### src/rtl/nbit_serial_transmitter.sv
// Parallel-in/serial-out word transmitter with receiver shift strobes and valid/ready intake.
// Optional SER_TX_PARITY_EN appends an even-parity bit after the data bits.
module nbit_serial_transmitter #(
    parameter int N   = 4,
    parameter int GAP = 1
) (
    input  logic         clk,
    input  logic         clr,
    input  logic [N-1:0] in_data,
    input  logic         in_msb,
    input  logic         in_valid,
    output logic         in_ready,
    output logic         ser_out,
    output logic         shiftL,
    output logic         shiftR,
    output logic         busy,
    output logic         done
);

    localparam int CW = $clog2(N + 1);
`ifdef SER_TX_PARITY_EN
    localparam int NBITS = N + 1;
`else
    localparam int NBITS = N;
`endif
    localparam logic [CW-1:0] LAST    = CW'(NBITS - 1);
    localparam logic [CW-1:0] PRELAST = CW'(NBITS - 2);
    localparam logic [3:0]    GAPV    = 4'(GAP);

    typedef enum logic [1:0] {IDLE, SHIFT, GAPS} state_t;

    state_t        state;
    logic [N-1:0]  sreg;
    logic          msb;
    logic [CW-1:0] cnt;
    logic [3:0]    gcnt;
    logic          nxt_bit;
`ifdef SER_TX_PARITY_EN
    logic          par;
`endif

    function automatic logic head_bit(input logic [N-1:0] w, input logic m);
        return m ? w[N-1] : w[0];
    endfunction

    function automatic logic [N-1:0] advance(input logic [N-1:0] w, input logic m);
        return m ? {w[N-2:0], 1'b0} : {1'b0, w[N-1:1]};
    endfunction

    // cnt is the index of the bit currently on ser_out; the parity bit follows index N-1
    always_comb begin
        nxt_bit = head_bit(sreg, msb);
`ifdef SER_TX_PARITY_EN
        if (cnt == PRELAST)
            nxt_bit = par;
`endif
    end

    always_ff @(posedge clk or negedge clr) begin
        if (!clr) begin
            state    <= IDLE;
            sreg     <= '0;
            msb      <= 1'b0;
            cnt      <= '0;
            gcnt     <= '0;
            in_ready <= 1'b0;
            ser_out  <= 1'b0;
            shiftL   <= 1'b0;
            shiftR   <= 1'b0;
            busy     <= 1'b0;
            done     <= 1'b0;
`ifdef SER_TX_PARITY_EN
            par      <= 1'b0;
`endif
        end else begin
            case (state)
                IDLE: begin
                    if (in_ready && in_valid) begin
                        // first bit goes out in the cycle right after the accept edge
                        sreg     <= advance(in_data, in_msb);
                        msb      <= in_msb;
                        cnt      <= '0;
                        ser_out  <= head_bit(in_data, in_msb);
                        shiftL   <= in_msb;
                        shiftR   <= !in_msb;
                        in_ready <= 1'b0;
                        busy     <= 1'b1;
`ifdef SER_TX_PARITY_EN
                        par      <= ^in_data;
`endif
                        state    <= SHIFT;
                    end else begin
                        in_ready <= 1'b1;
                    end
                end
                SHIFT: begin
                    if (cnt == LAST) begin
                        ser_out <= 1'b0;
                        shiftL  <= 1'b0;
                        shiftR  <= 1'b0;
                        done    <= 1'b0;
                        if (GAP == 0) begin
                            state    <= IDLE;
                            busy     <= 1'b0;
                            in_ready <= 1'b1;
                        end else begin
                            state <= GAPS;
                            gcnt  <= 4'd1;
                        end
                    end else begin
                        cnt     <= cnt + 1'b1;
                        ser_out <= nxt_bit;
                        sreg    <= advance(sreg, msb);
                        done    <= (cnt == PRELAST);
                    end
                end
                GAPS: begin
                    if (gcnt == GAPV) begin
                        state    <= IDLE;
                        busy     <= 1'b0;
                        in_ready <= 1'b1;
                        gcnt     <= '0;
                    end else begin
                        gcnt <= gcnt + 1'b1;
                    end
                end
                default: state <= IDLE;
            endcase
        end
    end

endmodule
### config.mk
export PLATFORM = sky130hd
export DESIGN_NAME = nbit_serial_transmitter
export DESIGN_NICKNAME = d
export VERILOG_FILES = /design/src/rtl/nbit_serial_transmitter.sv
export SDC_FILE = /design/constraint.sdc
export NUM_CORES = 1
export LEC_CHECK = 0
export ABC_AREA = 0
export ABC_CLOCK_PERIOD_IN_PS = 1950
export CORE_MARGIN = 8
export CORE_UTILIZATION = 50
export DETAILED_ROUTE_END_ITERATION = 6
export PLACE_DENSITY = 0.73
export SLEW_MARGIN = 20
export SYNTH_ARGS = -nofsm -noshare
export SYNTH_HDL_FRONTEND = slang
export SYNTH_SLANG_ARGS = --single-unit
export TNS_END_PERCENT = 50
### constraint.sdc
create_clock -name clk -period 1.95 [get_ports clk]
set_input_delay 0.585 -clock clk [delete_from_list [all_inputs] [get_ports clk]]
set_output_delay 0.585 -clock clk [all_outputs]
set_load 0.05 [all_outputs]
==> out/qor.yml, run 1 <==
outcome: "finished, final reports clean"
drcViolationCount: 0
netlist.area_leader.share_pct: 44.69
crit_slowest_cell: "dfrtp_1"
synth.distinct_cells: 36
cpMostUsedCell: "ha_1"
worst-endpoint-required_ns: 2.13
fin_cells: 142
critPathKind: "register to register"
hold_violations: 0
initial_core_util_pct: 51.61
synth_cells: 98
critPathMaxStageDelay_ns: 0.41
power_frac_clock_pct: 8.9
die_area_um2: 4010
cts.reportedPaths.clkPinSlew_ns: 0.10
period_needed_ns: 1.739
port-buffer-count: 13
io_pins: 14
grt_pass1_vias: 827
postCtsSetupBuffers: 0
synthTopCellsByArea: "dfrtp_1 45%, mux2i_1 8.9%, ha_1 6.7%"
cts_sinks: 20
final-setup-viol-count: 0
drive_gt1_share_pct: 21.05
powerDensity_nw_per_um2: 1581
drv_cap: 0
vias: 761
start_kind: "register"
gr-total-overflow: 0
vdd_ir_drop_max_mv: 0.8394
gp_congestion: 0.7674
grt_setup_unrepaired: "no"
hold_class: "register to register"
startpoint: "cnt[1]"
seq_area_frac_synth_pct: 44.69
die_width_um: 63.33
worstHoldStart: "busy"
holdWs_ns: 0.4884
fp.dieH_um: 63.33
maxSlewViolCount: 0
core-area_um2: 2170
drt-wirelength-per-cell_um: 14.70
ff_latch_area_um2: 500.5
synth.avg_cell_area_um2: 11.43
path_cells: "ha_1 > ha_1 > nand2b_1 > a21oi_4 > mux2_1"
reg2reg_from: "cnt[1]"
combPwrFrac_pct: 54.2
hpwl_mm: 1.703
synth_ff_type: "dfrtp_1"
cts_max_path_buffers: 2
grt_pass1_wl_mm: 3.629
p_sw_share_pct: 41.33
end_kind: "register"
fin_crit_sh_pct: 89.17
area_growth_pct: 17.10
rows: 17
grt_util_all_layers_pct: 11.00
fillers: 200
synth-edff-count: 0
antenna_left: 0
fmax_mhz: 575.1
synth_area_um2: 1120
diodes: 0
nets: 130
synthArstFlopShare_pct: 100.0
cts_tree: "built"
post_cts_resize_count: 0
grt_max_degree: 21
ys_ff_latch: 20
placedCellCount: 139
worstMarginPinSlew_ns: 0.3832
cts_root_buf: "clkbuf_4"
holdBufCountCts: 0
leakage_nw: 0.6281
antenna_found_initial: 0
slew_headroom_pct: 74.45
worstPathMaxFanout: 4
first_pass_iters: 4
clkLatencyLatePin_ns: 0.30
clock-skew-final_ns: 0.002164
synth_nets: 112
cp.arrival_ns: 1.92
power_switching_uw: 857.0
p_total_mw: 2.073
drt_iter0_drc: 16
seqPwrFrac_pct: 36.8
p_int_mw: 1.216
cts_buffers: 3
synth_warnings: 0
multi_input_area_um2: 565.5
synth_top_area_cell: "dfrtp_1"
h-tree-depth: 1
viasPerCell: 5.359
tns_ns: 0
finalWirelength_mm: 2.087
[layer usage]
metal / vias up / global-route usage, % / wire length, um
met4: 0 / 5.571 / 32
met5: - / 0 / 0
met2: 19 / 16.60 / 914
met1: 356 / 13.77 / 1022
met3: 3 / 3.357 / 118
li1: 383 / - / -
[placed cells by master, fill, tap and decap left out, types with 2 or more instances in the layout]
master and n:
o21ai_0 3, o22ai_1 3, mux2_1 2, dfrtp_1 20, clkdlybuf4s50_1 7, nand3_1 2, a31oi_1 3, inv_1 6
nand3b_1 2, nor2_1 2, clkbuf_4 3, a22o_1 3, mux2_4 2, mux2i_1 10, buf_4 10, nand2b_1 3
ha_1 6, a21oi_1 3, nand2_1 7
[cells by family after synthesis]
| logic type | synth area share, % |
|---|---|
| simple gates | 16.42 |
| flops | 44.69 |
| compound gates | 11.96 |
| mux | 14.64 |
| buf+inv | 4.804 |
| fa+ha+maj | 6.704 |
| xor+xnor | 0.7823 |
[registers in the layout (all words and copies together) (netlist names)]
signal    count
state         2
shiftR        1
busy          1
done          1
ser_out       1
msb           1
sreg          4
in_ready      1
cnt           3
shiftL        1
gcnt          4
[final timing paths]
path / end / slack, ns / cells after the start
max: sreg[3] / 0.21 / 5
min: busy / 0.49 / 1
max reg2reg: sreg[3] / 0.21 / 5
min reg2reg: busy / 0.49 / 1
max in group asynchronous: cnt[1] / 1.14 / 2
min in group asynchronous: in_ready / 0.62 / 2
[cells in the mapped netlist, types with 2 or more instances]
| cell | number |
|---|---|
| mux2_1 | 2 |
| mux2_4 | 2 |
| a22o_1 | 3 |
| nand3b_1 | 2 |
| a21oi_1 | 3 |
| nor2_1 | 2 |
| clkbuf_1 | 2 |
| mux2i_1 | 10 |
| nand2b_1 | 3 |
| nand3_1 | 2 |
| inv_1 | 6 |
| nand2_1 | 7 |
| ha_1 | 6 |
| o22ai_1 | 3 |
| o21ai_0 | 3 |
| a31oi_1 | 3 |
| dfrtp_1 | 20 |
[power groups by stage]
stage | logic (mW) | registers (mW) | clock network (mW)
detailed placement | 1.13 | 0.771 | 0
finish | 1.12 | 0.764 | 0.186
CTS | 1.14 | 0.764 | 0.194
global placement | 1.09 | 0.760 | 0
global route | 1.22 | 0.791 | 0.206
floorplan | 0.763 | 0.830 | 0
[critical path, delay by kind of cell (launching register included)]
family	cells	cell delay [ns]
flops	1	0.41
simple gates	1	0.20
fa+ha+maj	2	0.45
mux	1	0.35
compound gates	1	0.21
[through the flow]
stage	area (um2)	util (%)	setup WS (ns)
2_1_floorplan	1120	-	0.3049
3_3_place_gp	1289	59.40	0.07044
3_5_place_dp	1289	59.40	0.02883
4_1_cts	1311	60.44	0.2117
5_1_grt	1311	60.44	0.1651
6_report	1311	60.44	0.2111
[cell type report]
cell class | instances | area share, %
repair buffers | 18 | 12.60
well taps | 28 | 2.672
clock buffers | 3 | 1.718
flip-flops and latches | 20 | 38.17
inverters | 6 | 1.718
multi-input cells | 67 | 43.13
No activity file was read; power rests on OpenSTA's default activity.
==> run 2: changes to the inputs <==
SLEW_MARGIN = not set   (was 20)
==> results of run 2 <==
No change in the layout: final DEF, timing and power equal those of run 1.
